$ cat config.mk
export PLATFORM = sky130hd
export DESIGN_NAME = borrow_skip_subtractor_seq_flat
export DESIGN_NICKNAME = d
export VERILOG_FILES = /design/src/rtl/borrow_skip_subtractor_seq_pkg.sv /design/src/rtl/borrow_skip_subtractor_seq_if.sv /design/src/rtl/borrow_skip_subtractor_seq_block.sv /design/src/rtl/borrow_skip_subtractor_seq.sv /design/src/flat_wrapper.sv
export SDC_FILE = /design/constraint.sdc
export NUM_CORES = 1
export LEC_CHECK = 0
export BUFFER_PORTS_ARGS = -buffer_cell sky130_fd_sc_hd__buf_2
export CAP_MARGIN = 20
export CORE_ASPECT_RATIO = 1.2
export CORE_MARGIN = 8
export CORE_UTILIZATION = 25
export CTS_BUF_LIST = sky130_fd_sc_hd__clkbuf_8 sky130_fd_sc_hd__clkbuf_16
export CTS_CLUSTER_DIAMETER = 50
export CTS_CLUSTER_SIZE = 25
export DETAILED_ROUTE_END_ITERATION = 8
export GPL_TIMING_DRIVEN = 1
export PLACE_DENSITY = 0.49
export SKIP_LAST_GASP = 1
export SLEW_MARGIN = 20
export SYNTH_ARGS = -nofsm -noshare
export SYNTH_HDL_FRONTEND = slang
export SYNTH_SLANG_ARGS = --single-unit
$ cat constraint.sdc
create_clock -name clk -period 5.3 [get_ports clk]
set_input_delay 1.06 -clock clk [delete_from_list [all_inputs] [get_ports clk]]
set_output_delay 1.06 -clock clk [all_outputs]
set_load 0.1 [all_outputs]
$ cat src/rtl/borrow_skip_subtractor_seq_pkg.sv
// Shared definitions for the sequential borrow-skip subtractor: FSM encoding and block sizing.
package borrow_skip_subtractor_seq_pkg;

    localparam int DEF_WIDTH = 16;
    localparam int DEF_BLK   = 4;
    localparam int NBLK      = DEF_WIDTH / DEF_BLK;

    typedef enum logic [1:0] {
        S_IDLE = 2'd0,
        S_RUN  = 2'd1,
        S_DONE = 2'd2
    } state_t;

    function automatic int nblk_of(input int width, input int blk);
        return width / blk;
    endfunction

    // Wide enough to count every block as skipped, including the all-blocks case.
    function automatic int skip_cnt_w(input int width, input int blk);
        return $clog2(width / blk) + 1;
    endfunction

endpackage

$ cat src/rtl/borrow_skip_subtractor_seq_if.sv
// Operand/result handshake bundle for the borrow-skip subtractor.
// The ovf signal exists only when BSKIP_OVF_EN is defined.
interface borrow_skip_subtractor_seq_if
    import borrow_skip_subtractor_seq_pkg::*;
#(
    parameter int WIDTH = DEF_WIDTH,
    parameter int BLK   = DEF_BLK
);
    localparam int CNTW = skip_cnt_w(WIDTH, BLK);

    logic             in_valid;
    logic             in_ready;
    logic [WIDTH-1:0] a;
    logic [WIDTH-1:0] b;
    logic             bin;
    logic             out_valid;
    logic             out_ready;
    logic [WIDTH-1:0] diff;
    logic             bout;
    logic [CNTW-1:0]  skip_cnt;
`ifdef BSKIP_OVF_EN
    logic             ovf;
`endif

    modport master (
        output in_valid, a, b, bin, out_ready,
`ifdef BSKIP_OVF_EN
        input  ovf,
`endif
        input  in_ready, out_valid, diff, bout, skip_cnt
    );

    modport slave (
        input  in_valid, a, b, bin, out_ready,
`ifdef BSKIP_OVF_EN
        output ovf,
`endif
        output in_ready, out_valid, diff, bout, skip_cnt
    );

endinterface

$ cat src/rtl/borrow_skip_subtractor_seq_block.sv
// One BLK-bit slice: ripple subtract a_k - b_k - bin_i with a skip mux on the borrow-out.
module borrow_skip_block
    import borrow_skip_subtractor_seq_pkg::*;
#(
    parameter int BLK = DEF_BLK
) (
    input  logic [BLK-1:0] a_k_i,
    input  logic [BLK-1:0] b_k_i,
    input  logic           bin_i,
    output logic [BLK-1:0] d_o,
    output logic           bout_o,
    output logic           skip_o
);
    logic brw;
    logic ripple_bout;

    always_comb begin
        brw = bin_i;
        d_o = '0;
        for (int i = 0; i < BLK; i++) begin
            d_o[i] = a_k_i[i] ^ b_k_i[i] ^ brw;
            brw    = (~a_k_i[i] & b_k_i[i]) | (~(a_k_i[i] ^ b_k_i[i]) & brw);
        end
        ripple_bout = brw;
    end

    // Equal operand bits everywhere: the borrow passes through unchanged.
    assign skip_o = &(~(a_k_i ^ b_k_i));
    assign bout_o = skip_o ? bin_i : ripple_bout;

endmodule

$ cat src/rtl/borrow_skip_subtractor_seq.sv
// Multi-cycle a - b - bin, one BLK-bit block per clock, LSB block first, with skip counting.
// Define BSKIP_OVF_EN to add the signed-overflow flag.
module borrow_skip_subtractor_seq
    import borrow_skip_subtractor_seq_pkg::*;
#(
    parameter int WIDTH = DEF_WIDTH,
    parameter int BLK   = DEF_BLK
) (
    input  logic                         clk,
    input  logic                         rst,
    borrow_skip_subtractor_seq_if.slave  bus_if
);
    localparam int NB   = nblk_of(WIDTH, BLK);
    localparam int IDXW = (NB > 1) ? $clog2(NB) : 1;
    localparam int CNTW = skip_cnt_w(WIDTH, BLK);

    state_t           state_q, state_d;
    logic [WIDTH-1:0] a_q, a_d;
    logic [WIDTH-1:0] b_q, b_d;
    logic             brw_q, brw_d;
    logic [WIDTH-1:0] diff_q, diff_d;
    logic             bout_q, bout_d;
    logic [CNTW-1:0]  skip_q, skip_d;
    logic [IDXW-1:0]  idx_q, idx_d;
`ifdef BSKIP_OVF_EN
    logic             ovf_q, ovf_d;
`endif

    logic [BLK-1:0]   blk_d;
    logic             blk_bout;
    logic             blk_skip;

    borrow_skip_block #(.BLK(BLK)) u_block (
        .a_k_i  (a_q[idx_q*BLK +: BLK]),
        .b_k_i  (b_q[idx_q*BLK +: BLK]),
        .bin_i  (brw_q),
        .d_o    (blk_d),
        .bout_o (blk_bout),
        .skip_o (blk_skip)
    );

    always_ff @(posedge clk or posedge rst) begin
        if (rst) begin
            state_q <= S_IDLE;
            a_q     <= '0;
            b_q     <= '0;
            brw_q   <= 1'b0;
            diff_q  <= '0;
            bout_q  <= 1'b0;
            skip_q  <= '0;
            idx_q   <= '0;
`ifdef BSKIP_OVF_EN
            ovf_q   <= 1'b0;
`endif
        end else begin
            state_q <= state_d;
            a_q     <= a_d;
            b_q     <= b_d;
            brw_q   <= brw_d;
            diff_q  <= diff_d;
            bout_q  <= bout_d;
            skip_q  <= skip_d;
            idx_q   <= idx_d;
`ifdef BSKIP_OVF_EN
            ovf_q   <= ovf_d;
`endif
        end
    end

    always_comb begin
        state_d = state_q;
        a_d     = a_q;
        b_d     = b_q;
        brw_d   = brw_q;
        diff_d  = diff_q;
        bout_d  = bout_q;
        skip_d  = skip_q;
        idx_d   = idx_q;
`ifdef BSKIP_OVF_EN
        ovf_d   = ovf_q;
`endif
        unique case (state_q)
            S_IDLE: begin
                if (bus_if.in_valid) begin
                    a_d     = bus_if.a;
                    b_d     = bus_if.b;
                    brw_d   = bus_if.bin;
                    diff_d  = '0;
                    skip_d  = '0;
                    idx_d   = '0;
                    state_d = S_RUN;
                end
            end
            S_RUN: begin
                diff_d[idx_q*BLK +: BLK] = blk_d;
                skip_d = skip_q + CNTW'(blk_skip);
                brw_d  = blk_bout;
                if (idx_q == IDXW'(NB - 1)) begin
                    bout_d  = blk_bout;
`ifdef BSKIP_OVF_EN
                    // Last block carries the result sign bit.
                    ovf_d   = (a_q[WIDTH-1] != b_q[WIDTH-1]) && (blk_d[BLK-1] != a_q[WIDTH-1]);
`endif
                    state_d = S_DONE;
                end else begin
                    idx_d = idx_q + 1'b1;
                end
            end
            S_DONE: begin
                if (bus_if.out_ready) begin
                    state_d = S_IDLE;
                end
            end
            default: state_d = S_IDLE;
        endcase
    end

    assign bus_if.in_ready  = (state_q == S_IDLE);
    assign bus_if.out_valid = (state_q == S_DONE);
    assign bus_if.diff      = diff_q;
    assign bus_if.bout      = bout_q;
    assign bus_if.skip_cnt  = skip_q;
`ifdef BSKIP_OVF_EN
    assign bus_if.ovf       = ovf_q;
`endif

endmodule

$ cat src/flat_wrapper.sv
// flat-port wrapper written by rule: the top's interface ports become plain ports
module borrow_skip_subtractor_seq_flat import borrow_skip_subtractor_seq_pkg::*;
#(
    parameter int WIDTH = DEF_WIDTH,
    parameter int BLK   = DEF_BLK
)
  (clk, rst, bus_if_in_valid, bus_if_a, bus_if_b, bus_if_bin, bus_if_out_ready, bus_if_in_ready, bus_if_out_valid, bus_if_diff, bus_if_bout, bus_if_skip_cnt);
  borrow_skip_subtractor_seq_if #(.WIDTH(WIDTH), .BLK(BLK)) bus_if_i ();
  input  logic clk;
  input  logic rst;
  input wire logic [$bits(bus_if_i.in_valid)-1:0] bus_if_in_valid;
  input wire logic [$bits(bus_if_i.a)-1:0] bus_if_a;
  input wire logic [$bits(bus_if_i.b)-1:0] bus_if_b;
  input wire logic [$bits(bus_if_i.bin)-1:0] bus_if_bin;
  input wire logic [$bits(bus_if_i.out_ready)-1:0] bus_if_out_ready;
  output wire logic [$bits(bus_if_i.in_ready)-1:0] bus_if_in_ready;
  output wire logic [$bits(bus_if_i.out_valid)-1:0] bus_if_out_valid;
  output wire logic [$bits(bus_if_i.diff)-1:0] bus_if_diff;
  output wire logic [$bits(bus_if_i.bout)-1:0] bus_if_bout;
  output wire logic [$bits(bus_if_i.skip_cnt)-1:0] bus_if_skip_cnt;
  assign bus_if_i.in_valid = bus_if_in_valid;
  assign bus_if_i.a = bus_if_a;
  assign bus_if_i.b = bus_if_b;
  assign bus_if_i.bin = bus_if_bin;
  assign bus_if_i.out_ready = bus_if_out_ready;
  assign bus_if_in_ready = bus_if_i.in_ready;
  assign bus_if_out_valid = bus_if_i.out_valid;
  assign bus_if_diff = bus_if_i.diff;
  assign bus_if_bout = bus_if_i.bout;
  assign bus_if_skip_cnt = bus_if_i.skip_cnt;
  borrow_skip_subtractor_seq #(.WIDTH(WIDTH), .BLK(BLK)) u_core (.clk(clk), .rst(rst), .bus_if(bus_if_i));
endmodule
# Word-level counts from Yosys, hierarchy flattened
# Index checks and enable logic that the tools add are counted.
classes:
  addsub: 3
  eq_ne: 7
  shift: 4
  n_mux: 15
  n_bitwise: 30
  reduce_logical: 8
op_table:
  columns: ["op", "count"]
  rows:
  - ["4-bit negation with 34-bit output", 1]
  - ["4-bit by 34-bit variable shift with 16-bit output, first input constant", 1]
  - ["4-bit by 34-bit variable part select with 16-bit output", 1]
  - ["16-bit one-hot mux with 2 select lines", 1]
  - ["16-bit by 5-bit variable part select with 4-bit output", 2]
  - ["16-bit bitwise mux", 1]
  - ["16-bit 2-to-1 mux", 1]
  - ["2-bit 2-to-1 mux", 5]
  - ["1-bit AND", 8]
  - ["1-bit NOT", 8]
  - ["1-bit bitwise XOR", 8]
  - ["2-bit != test, second input constant", 3]
  - ["2-bit one-hot mux with 3 select lines", 1]
  - ["3-bit one-hot mux with 2 select lines", 1]
  - ["2-bit AND reduction", 3]
  - ["3-bit AND reduction", 2]
  - ["2-bit equality test, second input constant", 2]
  - ["4-bit NOT", 1]
  - ["1-bit OR", 4]
  - ["2-bit one-hot mux with 2 select lines", 1]
  - ["4-bit AND reduction", 1]
  - ["4-bit bitwise XOR", 1]
  - ["3-bit by 1-bit adder with 3-bit output", 1]
  - ["3-bit 2-to-1 mux", 1]
  - ["7 further kinds", 8]
word_totals:
  regBits: 57
  input_bits: 37
  output_inout_bits: 22
  elab_cells: 75

# Depth between registers and ports, before layout
# Gate-level depths: netlist of run 1.
logic_depth:
  word_depth: 13
  ltp_mapped: 11
  depth_no_buf: 10

# By module
# A second synthesis of run 1 with hierarchy kept.
hier_totals:
  hier_cells: 201
  hier_area_um2: 2889.0
by_module_without_submodules:
  columns: ["module", "instances", "cells_each", "area_each_um2", "seq_area_each_um2"]
  rows:
  - ["borrow_skip_subtractor_seq", 1, 180, 2696.3, 1426.4]
  - ["borrow_skip_block", 1, 21, 192.7, 0.0]

# Worst setup path after synthesis of run 1
# No wires, ideal clock.
synth_timing:
  kind: "reg-to-output"
  start: "reg u_core.state_q[1]"
  end: "out bus_if_out_valid"
  arrival_ps: 1941
  required_time_ps: 4240
  setup_slack_ps: 2299
  stages_incl_launch_ff: 3
  path_buffers: 1
  path_cell_list: "dfrtp_1 buf_2 nor2b_1"
synth_via:
  elab_chain_len: 1
synth_rtl:
  columns: ["element", "line_no", "text"]
  rows:
  - ["start: declaration", "borrow_skip_subtractor_seq.sv:17", "state_t state_q, state_d;"]
  - ["start signal: assignment", "borrow_skip_subtractor_seq.sv:56", "state_q <= state_d;"]
  - ["2-bit equality test", "borrow_skip_subtractor_seq.sv:119", "assign bus_if.out_valid = (state_q == S_DONE);"]
  - ["end: declaration", "flat_wrapper.sv:17", "output wire logic [$bits(bus_if_i.out_valid)-1:0] bus_if_out_valid;"]
# Every way passes these cells.

# Final worst setup path of run 1
layout_timing:
  start: "reg u_core.idx_q[0]"
  end: "reg u_core.diff_q[3], in the netlist u_core.bus_if.diff[3]"
layout_via:
  elab_chain_len: 13
  word_cells_on_any_way: 30
  cone_classes: "add/sub (1); shift (4); mux (2); bitwise (23)"
layout_rtl:
  columns: ["element", "line_no", "text"]
  rows:
  - ["start: declaration", "borrow_skip_subtractor_seq.sv:24", "logic [IDXW-1:0] idx_q, idx_d;"]
  - ["start signal: assignment", "borrow_skip_subtractor_seq.sv:63", "idx_q <= idx_d;"]
  - ["16-bit by 5-bit variable part select with 4-bit output, on equally long branches", "borrow_skip_subtractor_seq.sv:34, borrow_skip_subtractor_seq.sv:35", null]
  - ["1-bit bitwise XOR", "borrow_skip_subtractor_seq_block.sv:21, borrow_skip_subtractor_seq_block.sv:22", null]
  - ["1-bit NOT", "borrow_skip_subtractor_seq_block.sv:22", "brw = (~a_k_i[i] & b_k_i[i]) | (~(a_k_i[i] ^ b_k_i[i]) & brw);"]
  - ["1-bit AND", "borrow_skip_subtractor_seq_block.sv:22", null]
  - ["1-bit OR", "borrow_skip_subtractor_seq_block.sv:22", null]
  - ["1-bit AND", "borrow_skip_subtractor_seq_block.sv:22", null]
  - ["1-bit OR", "borrow_skip_subtractor_seq_block.sv:22", null]
  - ["1-bit AND", "borrow_skip_subtractor_seq_block.sv:22", null]
  - ["1-bit OR", "borrow_skip_subtractor_seq_block.sv:22", null]
  - ["1-bit bitwise XOR", "borrow_skip_subtractor_seq_block.sv:21", "d_o[i] = a_k_i[i] ^ b_k_i[i] ^ brw;"]
  - ["4-bit by 34-bit variable part select with 16-bit output", "borrow_skip_subtractor_seq.sv:95", "diff_d[idx_q*BLK +: BLK] = blk_d;"]
  - ["16-bit bitwise mux *", "borrow_skip_subtractor_seq.sv:95", null]
  - ["16-bit one-hot mux with 2 select lines *", "borrow_skip_subtractor_seq.sv:82", "unique case (state_q)"]
  - ["end signal: assignment", "borrow_skip_subtractor_seq.sv:60", "diff_q <= diff_d;"]
  - ["end: declaration", "borrow_skip_subtractor_seq.sv:21", "logic [WIDTH-1:0] diff_q, diff_d;"]
# Mark *: on every way between the ends. The rest lies on a longest branch, timed or not.
# A chain may end at the register's enable or synchronous reset.

==> impl_metrics.py, run 1 <==
metrics = {
    "logic_synthesis": {
        "synth.distinct_cells": 33,
        "synth_top_area_share": 0.518,
        "synth.area.top_cells": "dfrtp_1 52%, mux2_2 14%, mux4_1 7.6%",
        "ys_ff_latch": 57,
        "synthCells": 197,
        "avgSynthCellArea_um2": 14.0,
        "syn-num-nets": 248,
        "yosysTopAreaCell": "dfrtp_1",
        "ys_warn_count": 0,
        "synth_area_um2": 2750,
        "seq_area_frac_synth": 0.518,
    },
    "finish": {
        "final_nets": 310,
        "layout-drive-gt1-share": 0.424,
        "fin_util": 0.319,
        "final_common_cell": "buf_2",
        "antenna_cells": 0,
        "most-common-layout-cells": "58 x buf_2, 57 x dfrtp_1, 33 x mux2_2",
        "area_growth_pct": 26.0,
    },
    "grt": {
        "grt_pass1_wl_um": 10500,
        "grt_max_degree": 58,
        "antenna_found_initial": 0,
        "grt_use_total": 0.0931,
        "grt_pass1_vias": 1934,
        "globalRouteOverflowTotal": 0,
    },
    "clocking": {
        "cts_tree": "yes",
        "cts_buffers": 9,
        "path_clk_slew_ns": 0.05,
        "cts.sinks": 57,
        "cts.repair.resized": 0,
        "postCtsSetupBuffers": 0,
        "clock_path_buffers": 2,
        "worstSkewPairLatency_ns": 0.32,
        "root_buffer": "clkbuf_16",
        "ctsHtreeMaxLevel": 3,
        "ctsHoldBuffers": 0,
    },
    "setup_path": {
        "setup.worst_path.start_class": "flip-flop",
        "crit_chain": "mux4_1 -> inv_1 -> fa_1 -> inv_1 -> fa_1 -> fa_1 -> inv_1 -> fa_1 -> o2bb2ai_1",
        "cp.arrival_ns": 3.56,
        "critPathSlowestCell": "dfrtp_1",
        "critPathBufInv": 3,
        "cpPeakStageDelay_ns": 0.78,
        "endpoint_kind": "flip-flop",
        "crit_path_frequent_cell": "fa_1",
        "worstPathMaxFanout": 16,
        "cpLargestDelayFamily": "adder cells",
        "cp.required_ns": 5.54,
        "worstSetupPathType": "flip-flop to flip-flop",
    },
    "timing": {
        "skew_ns": 0.00906,
        "tns_ns": 0,
        "setup-violations-final": 0,
        "relSlewSlack": 0.514,
        "rsz0062_at_grt": "no",
        "fmax_mhz": 302,
        "final-hold-violation-count": 0,
        "period_share": 0.626,
        "worst_slew_pin_slew_ns": 0.729,
        "hold_ws_ns": 0.486,
        "fin_crit_ns": 3.32,
        "drv_slew": 0,
    },
    "floorplanning": {
        "io-pin-count": 59,
        "die_x_um": 112,
        "initial_core_util": 0.253,
        "fp.coreArea_um2": 10900,
        "core.rowCount": 42,
        "die_h_um": 131,
        "die-area_um2": 14600,
    },
    "routing": {
        "dr.pass1.iters": 4,
        "route.detailed.drc": 0,
        "routed_via_density": 4.46,
        "wl_per_cell_um": 16.4,
        "drt-initial-drc-count": 56,
        "totalWireLength_um": 6480,
        "ant_nets": 0,
        "via_count": 1765,
    },
    "run_status": {
        "status": "complete, no violations",
    },
    "place": {
        "dp_hpwl_um": 4850,
        "numPortBuffers": 58,
        "gp_congestion": 0.724,
    },
    "hold_path": {
        "hp-class": "flip-flop to flip-flop",
    },
    "flow_run": {
        "max_cap_violations": 0,
    },
}
cells by family after synthesis:
group / share of synthesized area
muxes: 0.215
AOI/OAI and AO/OA: 0.0795
DFF: 0.518
adders and majority gates: 0.0745
and+or+nand+nor: 0.0705
xor gates and xnor gates: 0.00318
buffers and inverters: 0.0391
Yosys cell counts:
cell / n
nand2b_1: 3
or4_4: 1
and3b_1: 1
or4b_1: 1
buf_2: 2
a31oi_1: 1
a22o_1: 9
inv_1: 13
xor2_1: 1
a21o_1: 4
nor2_1: 4
o2bb2ai_1: 8
nand3b_1: 2
nor4_1: 1
dfrtp_1: 57
o311ai_0: 1
and4_1: 1
buf_6: 1
mux2i_1: 1
mux4_1: 8
ha_1: 10
nor3b_1: 2
buf_4: 4
nand2_1: 10
clkbuf_1: 2
and4bb_2: 1
nand3_1: 2
fa_1: 4
mux2_2: 33
nor2b_1: 2
o21ai_0: 3
a21oi_1: 2
and3_1: 2
area by class of cell:
type | count | area (um2)
inverters | 13 | 48.8
clock buffers | 10 | 239
clock inverters | 6 | 58.8
multi-input cells | 118 | 1220
flip-flops and latches | 57 | 1430
well taps | 132 | 165
repair buffers | 60 | 305
fillers | 1124 | 7410
path summary, 6_finish.rpt:
path / startpoint / endpoint / cells past startpoint / slack (ns)
max: u_core.idx_q[0]$_DFFE_PP0P_ / u_core.bus_if.diff[3]$_DFFE_PP0P_ / 9 / 1.98
min: u_core.bus_if.diff[8]$_DFFE_PP0P_ / u_core.bus_if.diff[8]$_DFFE_PP0P_ / 1 / 0.49
max reg2reg: u_core.idx_q[0]$_DFFE_PP0P_ / u_core.bus_if.diff[3]$_DFFE_PP0P_ / 9 / 1.98
min reg2reg: u_core.bus_if.diff[8]$_DFFE_PP0P_ / u_core.bus_if.diff[8]$_DFFE_PP0P_ / 1 / 0.49
max in group asynchronous: rst / u_core.a_q[15]$_DFFE_PP0P_ / 3 / 3.87
min in group asynchronous: rst / u_core.state_q[1]$_DFFE_PP0P_ / 3 / 0.93
metal layers:
layer / part of all wire / wire (um) / track usage / up-vias
met5: 0 / 0 / 0 / -
met3: 0.053 / 342 / 0.0294 / 7
met1: 0.44 / 2830 / 0.108 / 871
li1: - / - / - / 844
met2: 0.50 / 3220 / 0.154 / 43
met4: 0.014 / 93 / 0.0459 / 0
flip-flops by register name (all words and copies together), names as in the netlist:
name / count
u_core.b_q: 16
u_core.bus_if.bout: 1
u_core.state_q: 2
u_core.brw_q: 1
u_core.bus_if.skip_cnt: 3
u_core.bus_if.diff: 16
u_core.idx_q: 2
u_core.a_q: 16
per-stage QoR:
stage	std cells	setup WS, ns	area (um2)
after detailed placement	380	1.96	3170
after global routing	396	1.79	3470
final	396	1.98	3470
after floorplan	197	2.30	2750
after global placement	380	2.05	3170
after CTS	396	1.94	3470
Power of run 1 is not shown: default switching activity piles up to over one toggle a cycle in this logic, so the estimate is an artifact.
==> inputs of run 2 (changes only) <==
Settings changed: PLACE_DENSITY 0.49 to 0.5.
Clock period 5.3 ns to 2.8 ns, I/O delays scaled along.
==> run 2 against run 1 <==
- critical path depth did not move
- non-clock buffer count rose by 9
- clock skew fell by 0.0023 ns
- fmax rose by 22%
- critical path type unchanged
- critical endpoint is now u_core.bus_if.diff[7]$_DFFE_PP0P_
- largest cell class unchanged
==> impl_metrics.py, run 2 (synthesized netlist as in run 1, its figures left out) <==
metrics = {
    "finish": {
        "area_growth_pct": 29.5,
        "antenna_cells": 0,
        "nFillCells": 1085,
        "final_common_cell": "buf_2",
        "final_nets": 319,
        "layout-drive-gt1-share": 0.493,
        "most-common-layout-cells": "58 x buf_2, 56 x dfrtp_1, 33 x mux2_2",
    },
    "clocking": {
        "cts_buffers": 9,
        "worstSkewPairLatency_ns": 0.33,
        "path_clk_slew_ns": 0.05,
        "clock_path_buffers": 2,
        "ctsHoldBuffers": 0,
        "cts.sinks": 57,
        "cts_tree": "yes",
        "root_buffer": "clkbuf_16",
        "ctsHtreeMaxLevel": 3,
    },
    "timing": {
        "fmax_mhz": 367,
        "fin_crit_ns": 2.73,
        "worst_slew_pin_slew_ns": 0.552,
        "final-hold-violation-count": 0,
        "period_share": 0.974,
        "drv_slew": 0,
        "relSlewSlack": 0.631,
        "skew_ns": 0.00674,
        "tns_ns": 0,
        "rsz0062_at_grt": "yes",
        "setup-violations-final": 0,
    },
    "floorplanning": {
        "io-pin-count": 59,
        "fp.coreArea_um2": 10900,
        "initial_core_util": 0.253,
        "die_h_um": 131,
        "core.rowCount": 42,
        "die-area_um2": 14600,
        "die_x_um": 112,
    },
    "routing": {
        "wl_per_cell_um": 16.8,
        "totalWireLength_um": 6780,
        "dr.pass1.iters": 4,
        "route.detailed.drc": 0,
        "ant_nets": 0,
        "via_count": 1855,
        "routed_via_density": 4.59,
        "drt-initial-drc-count": 60,
    },
    "setup_path": {
        "cp.required_ns": 3.01,
        "setup.worst_path.start_class": "flip-flop",
        "critPathBufInv": 3,
        "worstSetupPathType": "flip-flop to flip-flop",
        "cp.arrival_ns": 2.94,
        "endpoint_kind": "flip-flop",
        "crit_path_frequent_cell": "fa_2",
        "regToRegSetupSlack_ns": 0.07,
        "cpPeakStageDelay_ns": 0.65,
        "critPathSlowestCell": "fa_2",
        "crit_chain": "buf_6 -> mux4_2 -> fa_2 -> inv_2 -> fa_2 -> fa_2 -> inv_2 -> fa_2 -> o2bb2ai_2",
        "cpLargestDelayFamily": "adder cells",
        "worstPathMaxFanout": 4,
    },
    "grt": {
        "grt_pass1_wl_um": 11000,
        "antenna_found_initial": 0,
        "globalRouteOverflowTotal": 0,
        "grt_pass1_vias": 2052,
        "grt_max_degree": 34,
        "grt_use_total": 0.100,
    },
    "place": {
        "gp_congestion": 0.757,
        "numPortBuffers": 58,
        "dp_hpwl_um": 5120,
    },
    "flow_run": {
        "max_cap_violations": 0,
    },
    "hold_path": {
        "hp-class": "input port to asynchronous set/reset pin",
    },
    "run_status": {
        "status": "complete, no violations",
    },
}
-- run 2: through the flow --
stage	cells	setup slack (ns)	utilization	hold slack (ns)	area [um2]
final	404	0.0726	0.328	0.227	3570
after global routing	404	-0.0529	0.328	0.258	3570
after CTS	400	0.00874	0.323	0.236	3510
after detailed placement	383	-0.0356	0.293	0.470	3190
after global placement	383	0.0227	0.293	0.475	3190
after floorplan	197	0.0292	-	0.472	2750
-- run 2: metal layers --
metal	vias to the layer above	global-route usage	share of wire
li1	861	-	-
met1	937	0.114	0.43
met2	53	0.166	0.51
met3	4	0.0377	0.053
met4	0	0.0459	0.0081
met5	-	0	0
-- run 2: final timing paths --
check | startpoint | to | cells after the start
hold / removal | rst | u_core.a_q[4]$_DFFE_PP0P_ | 2
setup / recovery | u_core.idx_q[0]$_DFFE_PP0P_ | u_core.bus_if.diff[7]$_DFFE_PP0P_ | 9
min in group clk | bus_if_a[9] | u_core.a_q[9]$_DFFE_PP0P_ | 2
hold reg to reg | u_core.bus_if.diff[8]$_DFFE_PP0P_ | u_core.bus_if.diff[8]$_DFFE_PP0P_ | 1
max in group asynchronous | rst | u_core.idx_q[0]$_DFFE_PP0P_ | 3
setup reg to reg | u_core.idx_q[0]$_DFFE_PP0P_ | u_core.bus_if.diff[7]$_DFFE_PP0P_ | 9
-- run 2: area by class of cell --
class                   instances  area, um2  share of cell area
inverters                      13       48.8              0.0137
clock inverters                 4       43.8              0.0123
multi-input cells             118       1250               0.351
flip-flops and latches         57       1430               0.400
repair buffers                 69        377               0.106
well taps                     132        165              0.0463
clock buffers                  11        253              0.0709
-- run 2: worst register-to-register path: stages (launching register included) --
cell       delay (ns)
dfrtp_2          0.40
buf_6            0.11
mux4_2           0.52
fa_2             0.35
inv_2            0.07
fa_2             0.20
fa_2             0.19
inv_2            0.04
fa_2             0.65
o2bb2ai_2        0.08
-- run 2: timing repair --
action,in CTS,in global routing
endpoints found under the hold margin,0,0
cloned,0,0
pin swaps,1,3
gates resized for setup,2,10
setup buffers,2,4
setup endpoints to repair,4,5
Power of run 2 is left out for the same reason.
==> inputs of run 3 (changes only) <==
Settings changed: CORE_UTILIZATION 25 to 49, PLACE_DENSITY 0.5 to 0.81, SYNTH_HIERARCHICAL set to 1.
==> run 3 against run 2 <==
- the run now ends with setup timing left
- clock skew up 0.0012 ns
- flip-flop and latch count is the same
- count of clock-buffer cells in the layout shrank 1
- via count fell by 0.86%
- non-clock buffer count down 2
- global-route usage is 4.9 points higher
- die area decreased by 41%
- sequential share of layout area is 0.23 points higher
- largest cell class unchanged
==> impl_metrics.py, run 3 <==
metrics = {
    "run_status": {
        "status": "complete, but fails checks",
        "violations": "setup timing",
    },
    "logic_synthesis": {
        "synth_top_area_share": 0.494,
        "ys_ff_latch": 57,
        "avgSynthCellArea_um2": 14.4,
        "synth_area_um2": 2890,
        "yosysTopAreaCell": "dfrtp_1",
        "async_flop_share": 1.00,
        "synth.area.top_cells": "dfrtp_1 49%, mux2_4 15%, mux4_2 6.2%",
        "synthCells": 201,
        "synth.distinct_cells": 34,
        "seq_area_frac_synth": 0.494,
        "ys_warn_count": 6,
        "ys_top_cells_by_count": "57 x dfrtp_1, 29 x mux2_4, 18 x a22o_1",
        "syn-num-nets": 254,
        "synth-edff-count": 0,
        "yosys_most_used_dff": "dfrtp_1",
        "synth.most_common_cell": "dfrtp_1",
    },
    "clocking": {
        "clock_path_buffers": 2,
        "path_clk_slew_ns": 0.07,
        "worstSkewPairLatency_ns": 0.34,
        "ctsHtreeMaxLevel": 3,
        "root_buffer": "clkbuf_8",
        "ctsHoldBuffers": 0,
        "cts_tree": "yes",
        "cts_buffers": 9,
        "cts.sinks": 57,
    },
    "timing": {
        "fin_crit_ns": 2.81,
        "tns_ns": -0.00900,
        "skew_ns": 0.00794,
        "drv_slew": 0,
        "final-hold-violation-count": 0,
        "setup-violations-final": 1,
        "relSlewSlack": 0.490,
        "rsz0062_at_grt": "yes",
        "setup_slack_ns": -0.00900,
        "worst_slew_pin_slew_ns": 0.764,
        "fmax_mhz": 356,
        "period_share": 1.00,
    },
    "finish": {
        "layout-drive-gt1-share": 0.495,
        "final_common_cell": "buf_2",
        "final_area_um2": 3550,
        "most-common-layout-cells": "58 x buf_2, 56 x dfrtp_1, 29 x mux2_4",
        "area_growth_pct": 22.7,
        "fin_cells": 355,
        "antenna_cells": 0,
        "final_nets": 323,
    },
    "hold_path": {
        "hp-class": "input port to asynchronous set/reset pin",
    },
    "floorplanning": {
        "die_h_um": 100,
        "initial_core_util": 0.510,
        "fp.coreArea_um2": 5670,
        "die-area_um2": 8620,
        "io-pin-count": 59,
        "die_x_um": 86.1,
        "core.rowCount": 30,
    },
    "setup_path": {
        "cp.required_ns": 3.03,
        "regToRegSetupSlack_ns": -0.009,
        "worstPathMaxFanout": 4,
        "r2r_end": "u_core/bus_if.diff[3]$_DFFE_PP0P_",
        "rr_startpoint": "u_core/idx_q[0]$_DFFE_PP0P_",
        "setup.worst_path.start_class": "flip-flop",
        "worstSetupPathType": "flip-flop to flip-flop",
        "cp.arrival_ns": 3.04,
        "ff2ff_path_depth": 9,
        "endpoint_kind": "flip-flop",
    },
    "place": {
        "placed_cell_area_um2": 3280,
        "dp_hpwl_um": 4570,
        "placed_cells": 337,
        "numPortBuffers": 58,
        "gp_congestion": 0.806,
    },
    "routing": {
        "wl_per_cell_um": 17.0,
        "totalWireLength_um": 6030,
        "route.detailed.drc": 0,
        "via_count": 1839,
        "routed_via_density": 5.18,
        "ant_nets": 0,
        "drt-initial-drc-count": 102,
        "dr.pass1.iters": 5,
    },
    "grt": {
        "grt_pass1_wl_um": 9900,
        "antenna_found_initial": 0,
        "grt_pass1_vias": 2026,
        "globalRouteOverflowTotal": 0,
        "grt_use_total": 0.149,
        "grt_max_degree": 39,
    },
    "flow_run": {
        "max_cap_violations": 0,
    },
}
run 3: per-stage QoR:
step | utilization | hold slack (ns) | setup WS, ns
after floorplan | - | 0.450 | -0.180
after global placement | 0.579 | 0.465 | 0.00237
after detailed placement | 0.579 | 0.481 | -0.0853
after CTS | 0.624 | 0.375 | -0.0363
after global routing | 0.626 | 0.419 | -0.0937
final | 0.626 | 0.359 | -0.00900
run 3: cell families after synthesis:
group / synth area share
flip-flops: 0.494
multiplexers: 0.236
AO/OA/AOI/OAI: 0.0871
AND/OR/NAND/NOR: 0.0615
buffers and inverters: 0.0424
adder cells (fa/ha/maj): 0.0797
run 3: worst max-delay path by stage:
stage | from | end | depth (start not counted)
3_5_place_dp | u_core/idx_q[0]$_DFFE_PP0P_ | u_core/bus_if.diff[3]$_DFFE_PP0P_ | 9
6_report | u_core/idx_q[0]$_DFFE_PP0P_ | u_core/bus_if.diff[3]$_DFFE_PP0P_ | 9
3_3_place_gp | u_core/idx_q[0]$_DFFE_PP0P_ | u_core/bus_if.diff[3]$_DFFE_PP0P_ | 9
5_1_grt | u_core/idx_q[0]$_DFFE_PP0P_ | u_core/bus_if.diff[3]$_DFFE_PP0P_ | 9
2_1_floorplan | u_core/idx_q[0]$_DFFE_PP0P_ | u_core/bus_if.diff[3]$_DFFE_PP0P_ | 11
4_1_cts | u_core/idx_q[0]$_DFFE_PP0P_ | u_core/bus_if.diff[3]$_DFFE_PP0P_ | 9
run 3: final cells by class:
class	instances	area [um2]
Tap cell	80	100
Clock buffer	10	138
Inverter	14	52.6
Sequential cell	57	1430
Timing Repair Buffer	67	370
Clock inverter	6	106
Multi-Input combinational cell	121	1350
Fill cell	432	2120
run 3: per-layer routing:
metal  track usage  wire, um  vias up
li1              -         -      855
met1         0.179      2570      921
met2         0.233      2910       53
met3        0.0360       406       10
met4        0.0973       140        0
met5             0         0        -
run 3: what timing repair did:
item	in CTS	in global routing
pin swaps	1	1
resized for setup	1	4
endpoints found under the setup margin	5	5
hold endpoints to repair	0	0
buffers inserted	1	1
run 3: critical path, cell delays in order (launching register included):
cell and delay [ns]:
dfrtp_2 0.39, mux4_2 0.53, inv_2 0.08, fa_2 0.19, inv_2 0.04, fa_2 0.34, fa_2 0.36, inv_2 0.06
fa_2 0.47, a22o_1 0.25
Power of run 3 is left out for the same reason.
